[src/rtl/regfile_sched_pkg.sv]
// Shared types and constants for the register-file writeback scheduler.
//   reg_addr_t : 5-bit register index (x0..x31)
//   req_id_t   : identifies a writeback requester (ALU or load)
//   NUM_REGS   : number of architectural registers tracked by the scoreboard
package regfile_sched_pkg;

    localparam int NUM_REGS = 32;

    typedef logic [4:0] reg_addr_t;

    typedef enum logic {
        REQ_ALU = 1'b0,
        REQ_LD  = 1'b1
    } req_id_t;

endpackage

[src/rtl/regfile_scoreboard.sv]
// Busy-register scoreboard feeding the decode stall.
// Ports:
//   clk, reset          : clock, synchronous active-high reset
//   issue_valid/rd      : decode issuing an instruction that writes issue_rd
//   chk_a / chk_b       : source registers of the instruction in decode
//   clr_en / clr_addr   : register-file write happening this cycle (clears busy)
//   stall               : decode must hold (RAW on a source, WAW on the dest)
//   busy_vec            : registered busy bits, bit 0 always 0
module regfile_scoreboard
    import regfile_sched_pkg::*;
(
    input  logic                clk,
    input  logic                reset,
    input  logic                issue_valid,
    input  reg_addr_t           issue_rd,
    input  reg_addr_t           chk_a,
    input  reg_addr_t           chk_b,
    input  logic                clr_en,
    input  reg_addr_t           clr_addr,
    output logic                stall,
    output logic [NUM_REGS-1:0] busy_vec
);

    logic [NUM_REGS-1:0] busy_q;
    logic [NUM_REGS-1:0] busy_d;
    logic [NUM_REGS-1:0] set_mask;
    logic [NUM_REGS-1:0] clr_mask;
    logic                stall_c;

    // Hazard detection from registered busy state; forced low while in reset.
    always_comb begin
        stall_c = 1'b0;
        if (reset) begin
            stall_c = 1'b0;
        end else begin
            stall_c = busy_q[chk_a] | busy_q[chk_b] | (issue_valid & busy_q[issue_rd]);
        end
    end

    // Next busy state: clear first, then set, so a same-edge set wins.
    always_comb begin
        set_mask = '0;
        clr_mask = '0;
        if (clr_en) begin
            clr_mask[clr_addr] = 1'b1;
        end else begin
            clr_mask = '0;
        end
        if (issue_valid && !stall_c && (issue_rd != 5'd0)) begin
            set_mask[issue_rd] = 1'b1;
        end else begin
            set_mask = '0;
        end
        busy_d    = (busy_q & ~clr_mask) | set_mask;
        busy_d[0] = 1'b0;
    end

    // Busy-vector register.
    always_ff @(posedge clk) begin
        if (reset) begin
            busy_q <= '0;
        end else begin
            busy_q <= busy_d;
        end
    end

    assign stall    = stall_c;
    assign busy_vec = busy_q;

endmodule

[src/rtl/regfile_wb_scheduler.sv]
// Arbitrates the single register-file write port between ALU and load
// writeback, enforces a read slot after at most MAX_WR_BURST consecutive
// writes, and tracks outstanding destinations for the decode stall.
// Ports:
//   clk, reset                         : clock, synchronous active-high reset
//   alu_valid/ready/addr/data          : ALU writeback handshake
//   ld_valid/ready/addr/data           : load writeback handshake
//   issue_valid, issue_rd              : decode issue of a register writer
//   chk_addrA, chk_addrB               : decode source registers
//   stall                              : decode hold
//   rf_write_en/addressC/writeBack     : registered register-file write port
//   rf_read_slot                       : register file reads this cycle
//   busy_vec                           : scoreboard state
module regfile_wb_scheduler
    import regfile_sched_pkg::*;
#(
    parameter int BUS_DATA_WIDTH = 64,
    parameter int MAX_WR_BURST   = 2
) (
    input  logic                      clk,
    input  logic                      reset,
    input  logic                      alu_valid,
    output logic                      alu_ready,
    input  logic [4:0]                alu_addr,
    input  logic [BUS_DATA_WIDTH-1:0] alu_data,
    input  logic                      ld_valid,
    output logic                      ld_ready,
    input  logic [4:0]                ld_addr,
    input  logic [BUS_DATA_WIDTH-1:0] ld_data,
    input  logic                      issue_valid,
    input  logic [4:0]                issue_rd,
    input  logic [4:0]                chk_addrA,
    input  logic [4:0]                chk_addrB,
    output logic                      stall,
    output logic                      rf_write_en,
    output logic [4:0]                rf_addressC,
    output logic [BUS_DATA_WIDTH-1:0] rf_writeBack,
    output logic                      rf_read_slot,
    output logic [31:0]               busy_vec
);

    localparam logic [2:0] MAX_RUN = 3'(MAX_WR_BURST);

    req_id_t                   last_grant_q, last_grant_d;
    logic [2:0]                wr_run_q, wr_run_d;
    logic                      we_q, we_d;
    reg_addr_t                 addr_q, addr_d;
    logic [BUS_DATA_WIDTH-1:0] data_q, data_d;

    logic                      alu_gnt;
    logic                      ld_gnt;
    logic                      xfer;
    reg_addr_t                 xfer_addr;
    logic [BUS_DATA_WIDTH-1:0] xfer_data;
    logic                      wr_go;

    // Round-robin grant; a full burst forces one idle cycle to give the RF a read slot.
    always_comb begin
        alu_gnt = 1'b0;
        ld_gnt  = 1'b0;
        if (reset || (wr_run_q == MAX_RUN)) begin
            alu_gnt = 1'b0;
            ld_gnt  = 1'b0;
        end else if (alu_valid && ld_valid) begin
            if (last_grant_q == REQ_LD) begin
                alu_gnt = 1'b1;
            end else begin
                ld_gnt = 1'b1;
            end
        end else if (alu_valid) begin
            alu_gnt = 1'b1;
        end else if (ld_valid) begin
            ld_gnt = 1'b1;
        end else begin
            alu_gnt = 1'b0;
            ld_gnt  = 1'b0;
        end
    end

    // Select the granted request and compute next-state for pointer, run counter and write port.
    always_comb begin
        xfer      = (alu_valid & alu_gnt) | (ld_valid & ld_gnt);
        xfer_addr = 5'd0;
        xfer_data = '0;
        if (alu_gnt) begin
            xfer_addr = alu_addr;
            xfer_data = alu_data;
        end else begin
            xfer_addr = ld_addr;
            xfer_data = ld_data;
        end
        // A write to x0 is accepted but never reaches the RF, so it does not count toward the burst.
        wr_go = xfer & (xfer_addr != 5'd0);

        last_grant_d = last_grant_q;
        if (alu_gnt) begin
            last_grant_d = REQ_ALU;
        end else if (ld_gnt) begin
            last_grant_d = REQ_LD;
        end else begin
            last_grant_d = last_grant_q;
        end

        wr_run_d = 3'd0;
        we_d     = wr_go;
        addr_d   = addr_q;
        data_d   = data_q;
        if (wr_go) begin
            wr_run_d = wr_run_q + 3'd1;
            addr_d   = xfer_addr;
            data_d   = xfer_data;
        end else begin
            wr_run_d = 3'd0;
        end
    end

    // Arbitration state and registered register-file write port.
    always_ff @(posedge clk) begin
        if (reset) begin
            last_grant_q <= REQ_LD;
            wr_run_q     <= 3'd0;
            we_q         <= 1'b0;
            addr_q       <= 5'd0;
            data_q       <= '0;
        end else begin
            last_grant_q <= last_grant_d;
            wr_run_q     <= wr_run_d;
            we_q         <= we_d;
            addr_q       <= addr_d;
            data_q       <= data_d;
        end
    end

    regfile_scoreboard u_scoreboard (
        .clk         (clk),
        .reset       (reset),
        .issue_valid (issue_valid),
        .issue_rd    (issue_rd),
        .chk_a       (chk_addrA),
        .chk_b       (chk_addrB),
        .clr_en      (we_q),
        .clr_addr    (addr_q),
        .stall       (stall),
        .busy_vec    (busy_vec)
    );

    assign alu_ready    = alu_gnt;
    assign ld_ready     = ld_gnt;
    assign rf_write_en  = we_q;
    assign rf_addressC  = addr_q;
    assign rf_writeBack = data_q;
    assign rf_read_slot = ~we_q;

endmodule

[config.mk]
export PLATFORM = sky130hd
export DESIGN_NAME = regfile_wb_scheduler
export DESIGN_NICKNAME = d
export VERILOG_FILES = /design/src/rtl/regfile_sched_pkg.sv /design/src/rtl/regfile_scoreboard.sv /design/src/rtl/regfile_wb_scheduler.sv
export SDC_FILE = /design/constraint.sdc
export NUM_CORES = 1
export LEC_CHECK = 0
export BUFFER_PORTS_ARGS = -buffer_cell sky130_fd_sc_hd__buf_2
export CORE_MARGIN = 5
export CORE_UTILIZATION = 44
export CTS_BUF_LIST = sky130_fd_sc_hd__clkbuf_8
export CTS_CLUSTER_DIAMETER = 120
export DETAILED_ROUTE_END_ITERATION = 8
export PLACE_DENSITY = 0.79
export REMOVE_ABC_BUFFERS = 1
export SLEW_MARGIN = 5
export SYNTH_ARGS = -nofsm -noshare
export SYNTH_HDL_FRONTEND = slang
export SYNTH_SLANG_ARGS = --single-unit
[constraint.sdc]
create_clock -name clk -period 2.4 [get_ports clk]
set_clock_uncertainty 0.05 [all_clocks]
set_input_delay 0.24 -clock clk [delete_from_list [all_inputs] [get_ports clk]]
set_output_delay 0.24 -clock clk [all_outputs]
set_load 0.01 [all_outputs]
# Word-level counts from Yosys, hierarchy flattened

Cells that the tools add are included.

Word-level logic and storage cells: 64
Register bits: 106
Output and inout port bits: 106

Bitwise operators: 12
Eq/ne operators: 1
Muxes and demuxes: 26
Reduce and logical (&&, ||, !) cells: 11
$lt $le $gt $ge: 6
Add/subtract/negate cells: 1

Operator list:

| cell                                                                          | number |
|---|---|
| 32-bit 2-to-1 mux                                                             | 2 |
| 64-bit 2-to-1 mux                                                             | 1 |
| 32-bit bitwise AND                                                            | 1 |
| 32-bit inverter                                                               | 1 |
| 32-bit bitwise OR                                                             | 1 |
| 5-bit by 6-bit less-than comparator with 1-bit output (second input constant) | 4 |
| 1-bit 2-to-1 mux                                                              | 17 |
| 1-bit binary-select mux with 5-bit select                                     | 3 |
| 1-bit demux with 5-bit select                                                 | 2 |
| 5-bit by 1-bit >= comparator with 1-bit output (second input constant)        | 2 |
| 5-bit nonzero test                                                            | 2 |
| 1-bit logical AND                                                             | 5 |
| 5-bit 2-to-1 mux                                                              | 1 |
| 1-bit bitwise AND                                                             | 4 |
| 3-bit by 1-bit adder with 3-bit output (second input constant)                | 1 |
| 3-bit by 2-bit equality test with 1-bit output (second input constant)        | 1 |
| 1-bit bitwise OR                                                              | 3 |
| 1-bit inverter                                                                | 2 |
| 2-bit nonzero test                                                            | 1 |
| 2-bit OR reduction                                                            | 1 |
| 1-bit logical NOT                                                             | 1 |
| 1-bit logical OR                                                              | 1 |

# Logic depth before layout (Yosys ltp)

Gate-level depths: netlist of the first run.

Depth in word-level cells: 10
Depth in mapped cells: 11

# Modules after synthesis

From an unflattened synthesis of the first run, not the netlist that was laid out.

Cells, all modules: 715
Area, all modules: 6145.9 µm²

By module, submodules not included:

| module               | cells an instance | area each (µm²) | instances |
|---|---|---|---|
| regfile_wb_scheduler | 433               | 3783.6          | 1 |
| regfile_scoreboard   | 282               | 2362.3          | 1 |

# Worst setup path after synthesis of the first run

No wires, ideal clock.

Path type: reg2reg
Start: register wr_run_q[0]
End: register data_q[35], in the netlist rf_writeBack[35]
Buffers on the path: 3
Slack: 0.083 ns
Cell stages (with the launch flop): 10
Arrival time: 2.125 ns
Cell sequence: dfxtp_1 inv_1 ha_1 a2111o_1 clkbuf_1 o22a_1 inv_1 clkbuf_1 buf_1 a311oi_1

Cells in the longest elaborated chain, start to end: 6
Elaborated cells on any way between the ends: 11

Ends and longest elaborated chain:

| element                                                       | line                                                   | source |
|---|---|---|
| start: declaration                                            | regfile_wb_scheduler.sv:45                             | `logic [2:0] wr_run_q, wr_run_d;` |
| start signal: assignment                                      | regfile_wb_scheduler.sv:127                            | `wr_run_q <= wr_run_d;` |
| 3-bit by 2-bit equality test with 1-bit output (*)            | regfile_wb_scheduler.sv:61                             | `if (reset \|\| (wr_run_q == MAX_RUN)) begin` |
| 1-bit logical OR (*)                                          | regfile_wb_scheduler.sv:61                             |  |
| 1-bit 2-to-1 mux                                              | regfile_wb_scheduler.sv:61                             |  |
| 5-bit 2-to-1 mux / 1-bit bitwise AND (equally long branches)  | regfile_wb_scheduler.sv:85, regfile_wb_scheduler.sv:82 |  |
| 5-bit nonzero test / 1-bit bitwise OR (equally long branches) | regfile_wb_scheduler.sv:93, regfile_wb_scheduler.sv:82 |  |
| 1-bit bitwise AND                                             | regfile_wb_scheduler.sv:93                             | `wr_go = xfer & (xfer_addr != 5'd0);` |
| end signal: assignment                                        | regfile_wb_scheduler.sv:130                            | `data_q <= data_d;` |
| end: declaration                                              | regfile_wb_scheduler.sv:48                             | `logic [BUS_DATA_WIDTH-1:0] data_q, data_d;` |

Mark *: on every way between the ends. The rest lies on a longest branch, timed or not.
A chain may end at the register's enable or synchronous reset.

# Worst setup path in the final report of the first run

Start: register u_scoreboard.busy_q[17], in the netlist u_scoreboard.busy_vec[17]
End: output port stall

Cells in the longest elaborated chain, start to end: 5
Elaborated cells on any way between the ends: 10

Ends and longest elaborated chain:

| element                                                      | line                       | source |
|---|---|---|
| start: declaration                                           | regfile_scoreboard.sv:24   | `logic [NUM_REGS-1:0] busy_q;` |
| start signal: assignment                                     | regfile_scoreboard.sv:63   | `busy_q <= busy_d;` |
| 1-bit binary-select mux with 5-bit select                    | regfile_scoreboard.sv:36   | `stall_c = busy_q[chk_a] \| busy_q[chk_b] \| (issue_valid & busy_q[issue_rd]);` |
| 1-bit 2-to-1 mux (implied by the code)                       | regfile_scoreboard.sv:36   |  |
| 1-bit bitwise OR / 1-bit bitwise AND (equally long branches) | regfile_scoreboard.sv:36   |  |
| 1-bit bitwise OR (*)                                         | regfile_scoreboard.sv:36   |  |
| 1-bit 2-to-1 mux (*)                                         | regfile_scoreboard.sv:33   | `if (reset) begin` |
| end: declaration                                             | regfile_wb_scheduler.sv:34 | `output logic stall,` |

Mark *: on every way between the ends. The rest lies on a longest branch, timed or not. The select of a mux whose other input is x is not followed.

==> results of run 1 <==
## through the flow
stage	area (um2)	instances	setup slack, ns	util, %	setup TNS, ns
after CTS	7446	1118	-0.04602	59.49	-0.04602
after global routing	7520	1121	-0.1507	60.08	-0.1563
after detailed placement	7173	1101	-0.01574	57.31	-0.1003
after global placement	7173	1101	0.03464	57.31	0
final	7520	1121	-0.04618	60.08	-0.04618
after floorplan	5310	628	-2.120	-	-147.52
## state kept, by name (all words and copies together) (netlist names)
| name | flops |
|---|---|
| last_grant_q | 1 |
| rf_addressC | 5 |
| rf_writeBack | 64 |
| rf_write_en | 1 |
| u_scoreboard.busy_vec | 31 |
| wr_run_q | 3 |
## worst min-delay path, delay by kind of cell
kind | cells | cell delay [ns]
buffers and inverters | 1 | 0.09
AO/OA/AOI/OAI | 1 | 0.07
AND/OR/NAND/NOR | 1 | 0.04
## synthesized netlist by cell type, types with 2 or more instances
cell type and number:
sky130_fd_sc_hd__and2b_2 6, sky130_fd_sc_hd__buf_4 2, sky130_fd_sc_hd__mux4_2 8, sky130_fd_sc_hd__buf_1 3
sky130_fd_sc_hd__buf_6 3, sky130_fd_sc_hd__nand3b_1 21, sky130_fd_sc_hd__nor3b_1 7, sky130_fd_sc_hd__clkbuf_1 36
sky130_fd_sc_hd__mux2_2 2, sky130_fd_sc_hd__mux2i_1 31, sky130_fd_sc_hd__a221oi_1 2, sky130_fd_sc_hd__buf_2 11
sky130_fd_sc_hd__dfxtp_1 105, sky130_fd_sc_hd__inv_1 7, sky130_fd_sc_hd__or4_1 2, sky130_fd_sc_hd__nor3_1 3
sky130_fd_sc_hd__or3b_2 3, sky130_fd_sc_hd__o21ai_1 8, sky130_fd_sc_hd__or2_2 2, sky130_fd_sc_hd__and3_2 2
sky130_fd_sc_hd__o22ai_1 4, sky130_fd_sc_hd__nor4_4 2, sky130_fd_sc_hd__nand2_1 159, sky130_fd_sc_hd__nand3_1 4
sky130_fd_sc_hd__nand4_2 4, sky130_fd_sc_hd__nor2_1 81, sky130_fd_sc_hd__a311oi_1 68, sky130_fd_sc_hd__a21oi_1 5
sky130_fd_sc_hd__nor4_1 2, sky130_fd_sc_hd__nor2b_1 20, sky130_fd_sc_hd__a22oi_1 4, sky130_fd_sc_hd__o21ai_0 41
sky130_fd_sc_hd__ha_1 2
## where the power goes
part | leakage [nW] | switching, mW | internal [mW] | total, mW
clock | 0.115 | 0.588 | 0.611 | 1.20
sequential | 0.867 | 0.103 | 1.89 | 2.00
combinational | 2.53 | 0.625 | 0.486 | 1.11
total | 3.52 | 1.32 | 2.99 | 4.31
## logic make-up after synthesis
family | count (synthesis) | synth area share, %
and+or+nand+nor | 330 | 28.71
AOI/OAI and AO/OA | 140 | 18.43
DFF | 105 | 37.71
buffers and inverters | 64 | 5.275
muxes | 41 | 9.203
adders and majority gates | 2 | 0.4489
other | 1 | 0.06728
xor gates and xnor gates | 1 | 0.1572
## layout make-up
class / count / share of cell area (%)
Clock buffer: 10 / 1.830
Sequential cell: 105 / 28.15
Timing Repair Buffer: 304 / 22.78
Multi-Input combinational cell: 515 / 42.73
Timing Repair inverter: 1 / 0.06656
Inverter: 8 / 0.4659
Tap cell: 172 / 2.862
Clock inverter: 6 / 1.115
## what timing repair did
item	CTS	global route
pin swaps	1	1
buffers inserted	0	1
gates cloned	1	2
resized for setup	10	13
setup endpoints to repair	2	54
## worst min-delay path by stage
stage,startpoint,to,depth (start not counted),slack [ns]
after floorplan,reset,rf_addressC[0],1,0.26
after global routing,ld_data[53],rf_writeBack[53],3,0.07
after CTS,alu_data[37],rf_writeBack[37],3,0.06
final,ld_data[8],rf_writeBack[8],3,0.07
after global placement,wr_run_q[0],wr_run_q[0],1,0.38
after detailed placement,wr_run_q[0],wr_run_q[0],1,0.40
## per-layer routing
layer	track usage, %	vias to the layer above
li1	-	2963
met1	29.08	2814
met2	43.46	313
met3	6.544	54
met4	13.30	2
met5	0	-
==> parameters.txt, run 1 <==
Parameter                              Value

Flow run
  Maxcap violations ... 0

GRT
  First-pass GRT wire length ... around 30 mm
  Number of global-route vias before repair ... around 5900
  Remaining global-route overflow ... 0
  Pin count of the biggest net entering global routing ... 69
  Global Route Usage Sum ... between 20% and 30%
  Initial antenna violation count ... 1

Routing
  Post-Route M1 WL ... roughly 7.4 mm
  Number of detailed-routing iterations run before antenna repair ... 5
  Number of routed nets with antenna violations ... 0
  Sum of met3 wire segment lengths after detailed routing ... roughly 1.8 mm
  Drt wl/cell ... between 15 and 20 um
  Total routed wirelength ... ~20 mm
  Via density per instance ... about 5.5
  Highest Signal Layer ... met5
  Via count ... between 6000 and 7000
  DR iter-0 viols ... 353
  Met2 wire len ... 10.00 mm
  DRC Markers ... 0

Synth
  Fraction of the yosys area taken by sequential cells ... between 30% and 40%
  Netlist Area Pre-Place ... about 5600 um2
  Number of synthesized register bits ... between 100 and 150
  Synth Warn # ... 0
  Cells taking the most area after synthesis ... sky130_fd_sc_hd__dfxtp_1, sky130_fd_sc_hd__nand2_1, sky130_fd_sc_hd__a311oi_1, sky130_fd_sc_hd__mux2i_1, sky130_fd_sc_hd__nor2_1
  Area share of the largest cell type after synthesis ... 37.71%
  Cell variety after synth ... 57
  EDFF count, synth ... 0
  Fraction of registers with async set or reset after synthesis ... 0%
  Post-Syn Area per Cell ... ~8.1 um2
  Top flip-flop cell by instance count after synthesis ... sky130_fd_sc_hd__dfxtp_1
  Area leader, netlist ... sky130_fd_sc_hd__dfxtp_1
  Gate count of the mapped netlist ... around 700

Placed design
  Total half-perimeter wirelength after legalization and detailed placement ... around 15 mm
  Number of buffer cells added on primary ports ... 262
  Routability-driven placement congestion ratio ... ~0.9

Worst setup path
  Type of the worst setup path ... flop to output port
  End point of the critical path ... stall
  Critical R2R Capture ... u_scoreboard.busy_vec[25]
  Data arrival, critical path ... 2.16 ns
  Delay of the slowest critical-path stage ... about 0.44 ns
  Kind of end point of the critical path ... output port
  Worst path required time ... 2.11 ns
  Reg2reg path depth ... 7
  Slack of the worst reg-to-reg path ... between 0.15 and 0.2 ns
  Crit path cell chain ... buf_4, mux4_2, mux2i_1, nor3b_1, nor4_4, o211ai_1, nor2b_1, buf_2
  Critical path depth in cells ... 8
  Buf+Inv Stages, Crit Path ... 2
  Critical path launch point ... u_scoreboard.busy_vec[17]
  Critical path peak fanout ... 4
  RR Startpoint ... u_scoreboard.busy_vec[24]
  Worst Setup Start Kind ... flop
  Top cell family by delay on the critical path ... multiplexers
  Critical-path top delay cell ... sky130_fd_sc_hd__mux4_2

STA
  Max-slew violation total from the final report ... 0
  Highest clock frequency the design can meet ... a little over 400 MHz
  Number of hold violations in the final report ... 0
  Final-report setup violation count ... 1
  RSZ-0062 raised after global routing ... yes
  Slew at the pin closest to its max-slew limit ... between 0.7 and 0.8 ns
  Max_slew headroom ... a little over half
  Final worst path period need ... between 2 and 2.5 ns
  Setup slack of the critical path after layout ... -0.04618 ns
  Worst hold margin ... roughly 0.074 ns
  Final worst path period share ... 101.9%

Run status
  Run status ... complete, but fails checks
  Violations in the final reports ... negative setup slack

Floorplan
  Core box area ... between 10000 and 15000 um2
  Die span in x ... approximately 120 um
  Count of boundary I/O pins ... around 260
  Standard-cell row count ... 41
  Initial standard-cell utilization of the core ... between 40% and 50%
  Vertical die dimension ... 122.6 um
  Die area ... ~15000 um2

Final layout
  Leading cell types in the layout, fill and taps excluded ... sky130_fd_sc_hd__buf_2, sky130_fd_sc_hd__nand2_1, sky130_fd_sc_hd__dfxtp_1
  Net count of the finished layout ... about 1100
  Register Area ... roughly 2100 um2
  Multi-input combinational cell area ... about 3200 um2
  Synth-to-Final Area Change ... 34.90%
  Inserted Diodes ... 0
  Fraction of final layout cells with drive strength greater than 1 ... approximately 40%
  Most common library cell in the layout ignoring fill and taps ... sky130_fd_sc_hd__buf_2
  Filler cell count in the final layout ... around 1200

CTS
  Clock insertion delay at the later pin of the skew report ... roughly 0.36 ns
  Clk sinks ... roughly 110
  Bufs on Longest Clock Path ... 2
  Root cell of the clock tree ... sky130_fd_sc_hd__clkbuf_8
  Clock tree from TritonCTS ... done
  TritonCTS buffer count ... 9
  Post-cts hold buffer count ... 0
  Number of H-tree branching levels ... 3
  Clock-pin transition on the worst setup and hold timing paths ... roughly 0.10 ns

Worst hold path
  Hold WC Path Type ... input pin to flop

Power
  Power density of the placed cells ... ~570 nW/um2
  Post-layout total power ... 4.308 mW
  Static leakage ... approximately 3.5 nW
  IR drop worst, VDD ... between 0.3 and 0.4 mV
(Power assumes the default switching activity.)
==> inputs of run 2 (changes only) <==
CORE_ASPECT_RATIO = 1.25   (was not set)
CORE_UTILIZATION = 40   (was 44)
PLACE_DENSITY = 0.73   (was 0.79)
==> run 2 against run 1 <==
  * Clock power is essentially flat
  * Sequential share of layout area shrank 0.17 points
  * Sequential power is essentially flat
  * The flow still finishes with violations (negative setup slack)
  * Flip-flop and latch count is the same
  * Hold slack lost 0.014 ns
  * Largest power group unchanged
==> parameters.txt, run 2 (synthesis results as in run 1) <==
Parameter                              Value

Final layout
  Leading cell types in the layout, fill and taps excluded ... sky130_fd_sc_hd__buf_2, sky130_fd_sc_hd__nand2_1, sky130_fd_sc_hd__dfxtp_1
  Most common library cell in the layout ignoring fill and taps ... sky130_fd_sc_hd__buf_2
  Net count of the finished layout ... approximately 1100
  Fraction of final layout cells with drive strength greater than 1 ... 39.24%
  Multi-input combinational cell area ... between 3000 and 4000 um2
  Post-route non-filler standard cell count ... between 1000 and 1500
  Register Area ... around 2100 um2
  Max FFs per register ... between 60 and 70
  Filler cell count in the final layout ... 1350
  Synth-to-Final Area Change ... 35.65%

Floorplan
  Standard-cell row count ... 48
  Die area ... 16410 um2
  Die span in x ... approximately 120 um
  Initial standard-cell utilization of the core ... 40.53%
  Count of boundary I/O pins ... between 200 and 300
  Core box area ... around 14000 um2
  Vertical die dimension ... between 100 and 150 um

CTS
  Root cell of the clock tree ... sky130_fd_sc_hd__clkbuf_8
  TritonCTS buffer count ... 9
  Number of H-tree branching levels ... 3
  Clk sinks ... between 100 and 150
  Clock-pin transition on the worst setup and hold timing paths ... around 0.11 ns
  Post-cts hold buffer count ... 0
  Clock insertion delay at the later pin of the skew report ... between 0.3 and 0.4 ns
  Bufs on Longest Clock Path ... 2
  Clock tree from TritonCTS ... done

Routing
  Number of routed nets with antenna violations ... 0
  Via count ... around 6100
  Number of detailed-routing iterations run before antenna repair ... 6
  Total routed wirelength ... ~21 mm
  DRC Markers ... 0
  Via density per instance ... about 5.5
  DR iter-0 viols ... 318
  Drt wl/cell ... ~19 um

Power
  Post-layout total power ... between 4 and 5 mW
  Static leakage ... approximately 3.5 nW
  Power density of the placed cells ... about 570 nW/um2
  IR drop worst, VDD ... roughly 0.35 mV

STA
  Max-slew violation total from the final report ... 0
  Summed negative setup slack over all endpoints ... -0.1391 ns
  Final worst path period need ... around 2.5 ns
  Worst hold margin ... roughly 0.06 ns
  Highest clock frequency the design can meet ... between 300 and 400 MHz
  Final worst path period share ... 105.8%
  Slew at the pin closest to its max-slew limit ... approximately 0.7 ns
  Number of hold violations in the final report ... 0
  RSZ-0062 raised after global routing ... yes
  Setup slack of the critical path after layout ... -0.1391 ns
  Final-report setup violation count ... 1
  Max_slew headroom ... between 50% and 60%

Worst hold path
  Hold WC Path Type ... input pin to flop
  Hold Crit Depth ... 3

GRT
  Remaining global-route overflow ... 0
  Number of global-route vias before repair ... a little under 6000
  Global Route Usage Sum ... 24.45%
  Initial antenna violation count ... 3
  Pin count of the biggest net entering global routing ... 64
  First-pass GRT wire length ... about 32 mm

Worst setup path
  Critical path peak fanout ... 5
  Kind of end point of the critical path ... output port
  Reg2reg path depth ... 10
  Type of the worst setup path ... flop to output port
  Worst Setup Start Kind ... flop
  Worst path required time ... roughly 2.1 ns
  Data arrival, critical path ... ~2.3 ns

Placed design
  Routability-driven placement congestion ratio ... 0.9775
  Number of cells in the design after placement ... 1102
  Number of buffer cells added on primary ports ... 262
  Total half-perimeter wirelength after legalization and detailed placement ... approximately 16 mm

Flow run
  Maxcap violations ... 0

Run status
  Violations in the final reports ... negative setup slack
  Run status ... complete, but fails checks
-- run 2: worst paths after layout --
kind,to,slack [ns],start
setup / recovery,stall,-0.14,u_scoreboard.busy_vec[7]
hold / removal,rf_writeBack[48],0.06,alu_data[48]
setup reg to reg,u_scoreboard.busy_vec[14],0.09,u_scoreboard.busy_vec[12]
hold reg to reg,wr_run_q[0],0.40,wr_run_q[0]
-- run 2: stage by stage --
stage | util [%] | setup WS, ns | instance area, um2
CTS | 54.31 | -0.1409 | 7470
finish | 54.98 | -0.1391 | 7561
global route | 54.98 | -0.2763 | 7561
floorplan | - | -2.120 | 5310
detailed placement | 52.24 | -0.1562 | 7184
global placement | 52.24 | -0.07017 | 7184
-- run 2: layer usage --
metal	GRT usage (%)	vias to the layer above	wire, um	part of all wire [%]
met5	0	-	21	0.10
met4	10.69	4	699	3.3
met3	7.018	53	2148	10
met2	40.03	320	9957	47
met1	29.80	2794	8163	39
li1	-	2957	-	-
-- run 2: cell type report --
type	instances	area share, %
multi-input cells	515	42.83
repair buffers	304	22.90
flip-flops and latches	105	27.98
well taps	175	2.896
clock inverters	5	0.8936
diodes	1	0.03310
inverters	8	0.4633
clock buffers	11	2.002
-- run 2: power by group --
| group | switching [mW] | internal [mW] |
|---|---|---|
| clock | 0.645 | 0.559 |
| sequential | 0.0996 | 1.89 |
| combinational | 0.645 | 0.494 |
-- run 2: what timing repair did --
| item | 4_1_cts | 5_1_grt |
|---|---|---|
| resized for setup | 11 | 10 |
| setup buffers | 1 | 2 |
| hold endpoints to repair | 0 | 0 |
| pin swaps | 3 | 2 |
| cloned | 1 | 1 |
| setup endpoints to repair | 2 | 19 |
-- run 2: critical path, cell delays in order, from the launching register on --
cell and delay, ns:
sky130_fd_sc_hd__dfxtp_4 0.38, sky130_fd_sc_hd__mux4_2 0.47, sky130_fd_sc_hd__nor2b_2 0.15, sky130_fd_sc_hd__nor4_2 0.08
sky130_fd_sc_hd__nor4_4 0.37, sky130_fd_sc_hd__o211ai_1 0.14, sky130_fd_sc_hd__nor2b_1 0.14, sky130_fd_sc_hd__buf_2 0.15
==> inputs of run 3 (changes only) <==
GPL_TIMING_DRIVEN = 0   (was not set)
==> run 3 against run 2 <==
  * The run still ends with negative setup slack left
  * Non-clock buffer count fell by 27
  * Hold slack barely moved
  * Largest power group unchanged
  * First-iteration DRC count increased by 20%
  * Critical path type unchanged
  * Via count is 1.5% lower
  * Clock-buffer cell count down 2
==> parameters.txt, run 3 (synthesis results as in run 1) <==
Parameter                              Value

Run status
  Run status ... complete, but fails checks
  Violations in the final reports ... negative setup slack

Power
  Share of total power in sequential cells ... roughly 48%
  IR drop worst, VDD ... 0.2941 mV
  Sw Share ... ~34%
  Int Pwr ... approximately 2.8 mW
  Power density of the placed cells ... approximately 570 nW/um2
  Gate power share ... ~28%
  Clk pwr share ... around a quarter
  Static leakage ... 3.357 nW
  Net Switching ... 1.417 mW

CTS
  Root cell of the clock tree ... sky130_fd_sc_hd__clkbuf_8
  Bufs on Longest Clock Path ... 2
  Number of H-tree branching levels ... 3
  Clock insertion delay at the later pin of the skew report ... around 0.37 ns
  TritonCTS buffer count ... 9
  Clock-pin transition on the worst setup and hold timing paths ... 0.11 ns
  Clk sinks ... 105
  Clock tree from TritonCTS ... done

Placed design
  Number of buffer cells added on primary ports ... approximately 260
  Number of cells in the design after placement ... ~1100
  Post-Place Worst Slack ... -0.8331 ns
  Routability-driven placement congestion ratio ... ~0.96
  Total half-perimeter wirelength after legalization and detailed placement ... 14.79 mm

Final layout
  Inserted Diodes ... 0
  Post-route non-filler standard cell count ... around 1100
  Post-layout utilization of the core ... between 50% and 60%
  Synth-to-Final Area Change ... 32.44%
  Most common library cell in the layout ignoring fill and taps ... sky130_fd_sc_hd__buf_2
  Leading cell types in the layout, fill and taps excluded ... sky130_fd_sc_hd__buf_2, sky130_fd_sc_hd__nand2_1, sky130_fd_sc_hd__dfxtp_1
  Net count of the finished layout ... around 1100
  Max FFs per register ... 64
  Filler cell count in the final layout ... 1327
  Fraction of final layout cells with drive strength greater than 1 ... between 30% and 40%

STA
  Final worst path period share ... 101.9%
  Final worst path period need ... ~2.4 ns
  Number of hold violations in the final report ... 0
  Highest clock frequency the design can meet ... approximately 410 MHz
  RSZ-0062 raised after global routing ... yes
  Max_slew headroom ... 59.11%
  Final-report setup violation count ... 1
  Setup slack of the critical path after layout ... -0.04444 ns
  Slew at the pin closest to its max-slew limit ... around 0.61 ns
  Max-slew violation total from the final report ... 0

Routing
  Drt wl/cell ... about 19 um
  DRC Markers ... 0
  DR iter-0 viols ... about 380
  Number of detailed-routing iterations run before antenna repair ... 5
  Number of routed nets with antenna violations ... 0
  Via count ... 6034
  Total routed wirelength ... 20.86 mm
  Via density per instance ... approximately 5.5

GRT
  Number of global-route vias before repair ... around 5600
  Remaining global-route overflow ... 0
  Initial antenna violation count ... 0
  Global Route Usage Sum ... a little under a quarter
  First-pass GRT wire length ... 30.79 mm
  Pin count of the biggest net entering global routing ... 82

Floorplan
  Die span in x ... around 120 um
  Core box area ... ~14000 um2
  Vertical die dimension ... 142.0 um
  Initial standard-cell utilization of the core ... 40.53%
  Standard-cell row count ... 48
  Count of boundary I/O pins ... 264
  Die area ... about 16000 um2

Worst setup path
  Critical R2R Capture ... rf_writeBack[9]
  Data arrival, critical path ... 2.15 ns
  Worst Setup Start Kind ... flop
  Critical path peak fanout ... 5
  Slack of the worst reg-to-reg path ... about 0.07 ns
  Type of the worst setup path ... flop to output port
  Worst path required time ... 2.11 ns
  Kind of end point of the critical path ... output port
  Reg2reg path depth ... 8
  RR Startpoint ... wr_run_q[0]

Flow run
  Maxcap violations ... 0

Worst hold path
  Hold WC Path Type ... input pin to flop
  Beginning of the worst hold path ... alu_data[23]
  Capture endpoint of the worst hold path ... rf_writeBack[23]
  Hold Crit Depth ... 3
## run 3: cell count changes in the layout (fill, tap and decap cells not counted), moves of 3 or more
cell / previous run / this run
sky130_fd_sc_hd__dfxtp_2: 5 / 8
sky130_fd_sc_hd__buf_12: 5 / 1
sky130_fd_sc_hd__buf_16: 0 / 3
sky130_fd_sc_hd__inv_6: 3 / 6
sky130_fd_sc_hd__buf_4: 35 / 10
## run 3: through the flow
| stage | area (um2) | setup TNS (ns) | power, mW | hold WS, ns |
|---|---|---|---|---|
| 6_report | 7382 | -0.04444 | 4.187 | 0.06032 |
| 5_1_grt | 7382 | -0.1665 | 4.405 | 0.02892 |
| 4_1_cts | 7286 | -0.1082 | 4.183 | 0.03329 |
| 3_5_place_dp | 6922 | -61.62 | 3.066 | 0.4148 |
| 3_3_place_gp | 6840 | -356.23 | 3.064 | 0.3831 |
| 2_1_floorplan | 5310 | -147.52 | 2.569 | 0.2621 |
## run 3: cell type report
type,instances,area [um2],area share (%)
multi-input cells,516,3241,43.90
flip-flops and latches,105,2112,28.61
repair buffers,277,1540,20.86
well taps,175,219.0,2.966
clock buffers,9,123.9,1.678
inverters,8,68.82,0.9322
clock inverters,6,51.30,0.6949
repair inverters,3,26.28,0.3559
## run 3: how the worst max path moves through the flow
stage / slack (ns) / startpoint / cells past startpoint / to
finish: -0.04 / u_scoreboard.busy_vec[7] / 7 / stall
global route: -0.16 / u_scoreboard.busy_vec[6] / 7 / stall
CTS: -0.09 / u_scoreboard.busy_vec[7] / 7 / stall
detailed placement: -0.83 / wr_run_q[0] / 7 / rf_writeBack[9]
global placement: -4.85 / reset / 6 / rf_writeBack[63]
floorplan: -2.12 / wr_run_q[0] / 7 / rf_addressC[0]
## run 3: critical path: stages, from the launching register on
cell and delay [ns]:
sky130_fd_sc_hd__dfxtp_2 0.37, sky130_fd_sc_hd__mux4_2 0.48, sky130_fd_sc_hd__nor2b_2 0.13, sky130_fd_sc_hd__nor4_1 0.08
sky130_fd_sc_hd__nor4_4 0.32, sky130_fd_sc_hd__o211ai_1 0.13, sky130_fd_sc_hd__nor2b_1 0.14, sky130_fd_sc_hd__buf_2 0.15
## run 3: what timing repair did
action	CTS	global route
hold buffers	0	0
gates cloned	4	3
setup endpoints to repair	82	44
pin swaps	5	0
buffers inserted	8	1
resized for setup	21	8
## run 3: metal layers
| layer | vias up | part of all wire (%) | GRT usage (%) |
|---|---|---|---|
| li1 | 2923 | - | - |
| met1 | 2769 | 38 | 29.54 |
| met2 | 304 | 48 | 39.94 |
| met3 | 38 | 11 | 6.976 |
| met4 | 0 | 2.9 | 8.344 |
| met5 | - | 0 | 0 |
## run 3: power groups by stage
| stage | logic, mW | clock network (mW) | registers [mW] |
|---|---|---|---|
| floorplan | 0.474 | 0 | 2.09 |
| global placement | 1.04 | 0 | 2.03 |
| detailed placement | 1.03 | 0 | 2.04 |
| CTS | 1.11 | 1.07 | 2.00 |
| global route | 1.25 | 1.13 | 2.02 |
| finish | 1.15 | 1.04 | 2.00 |
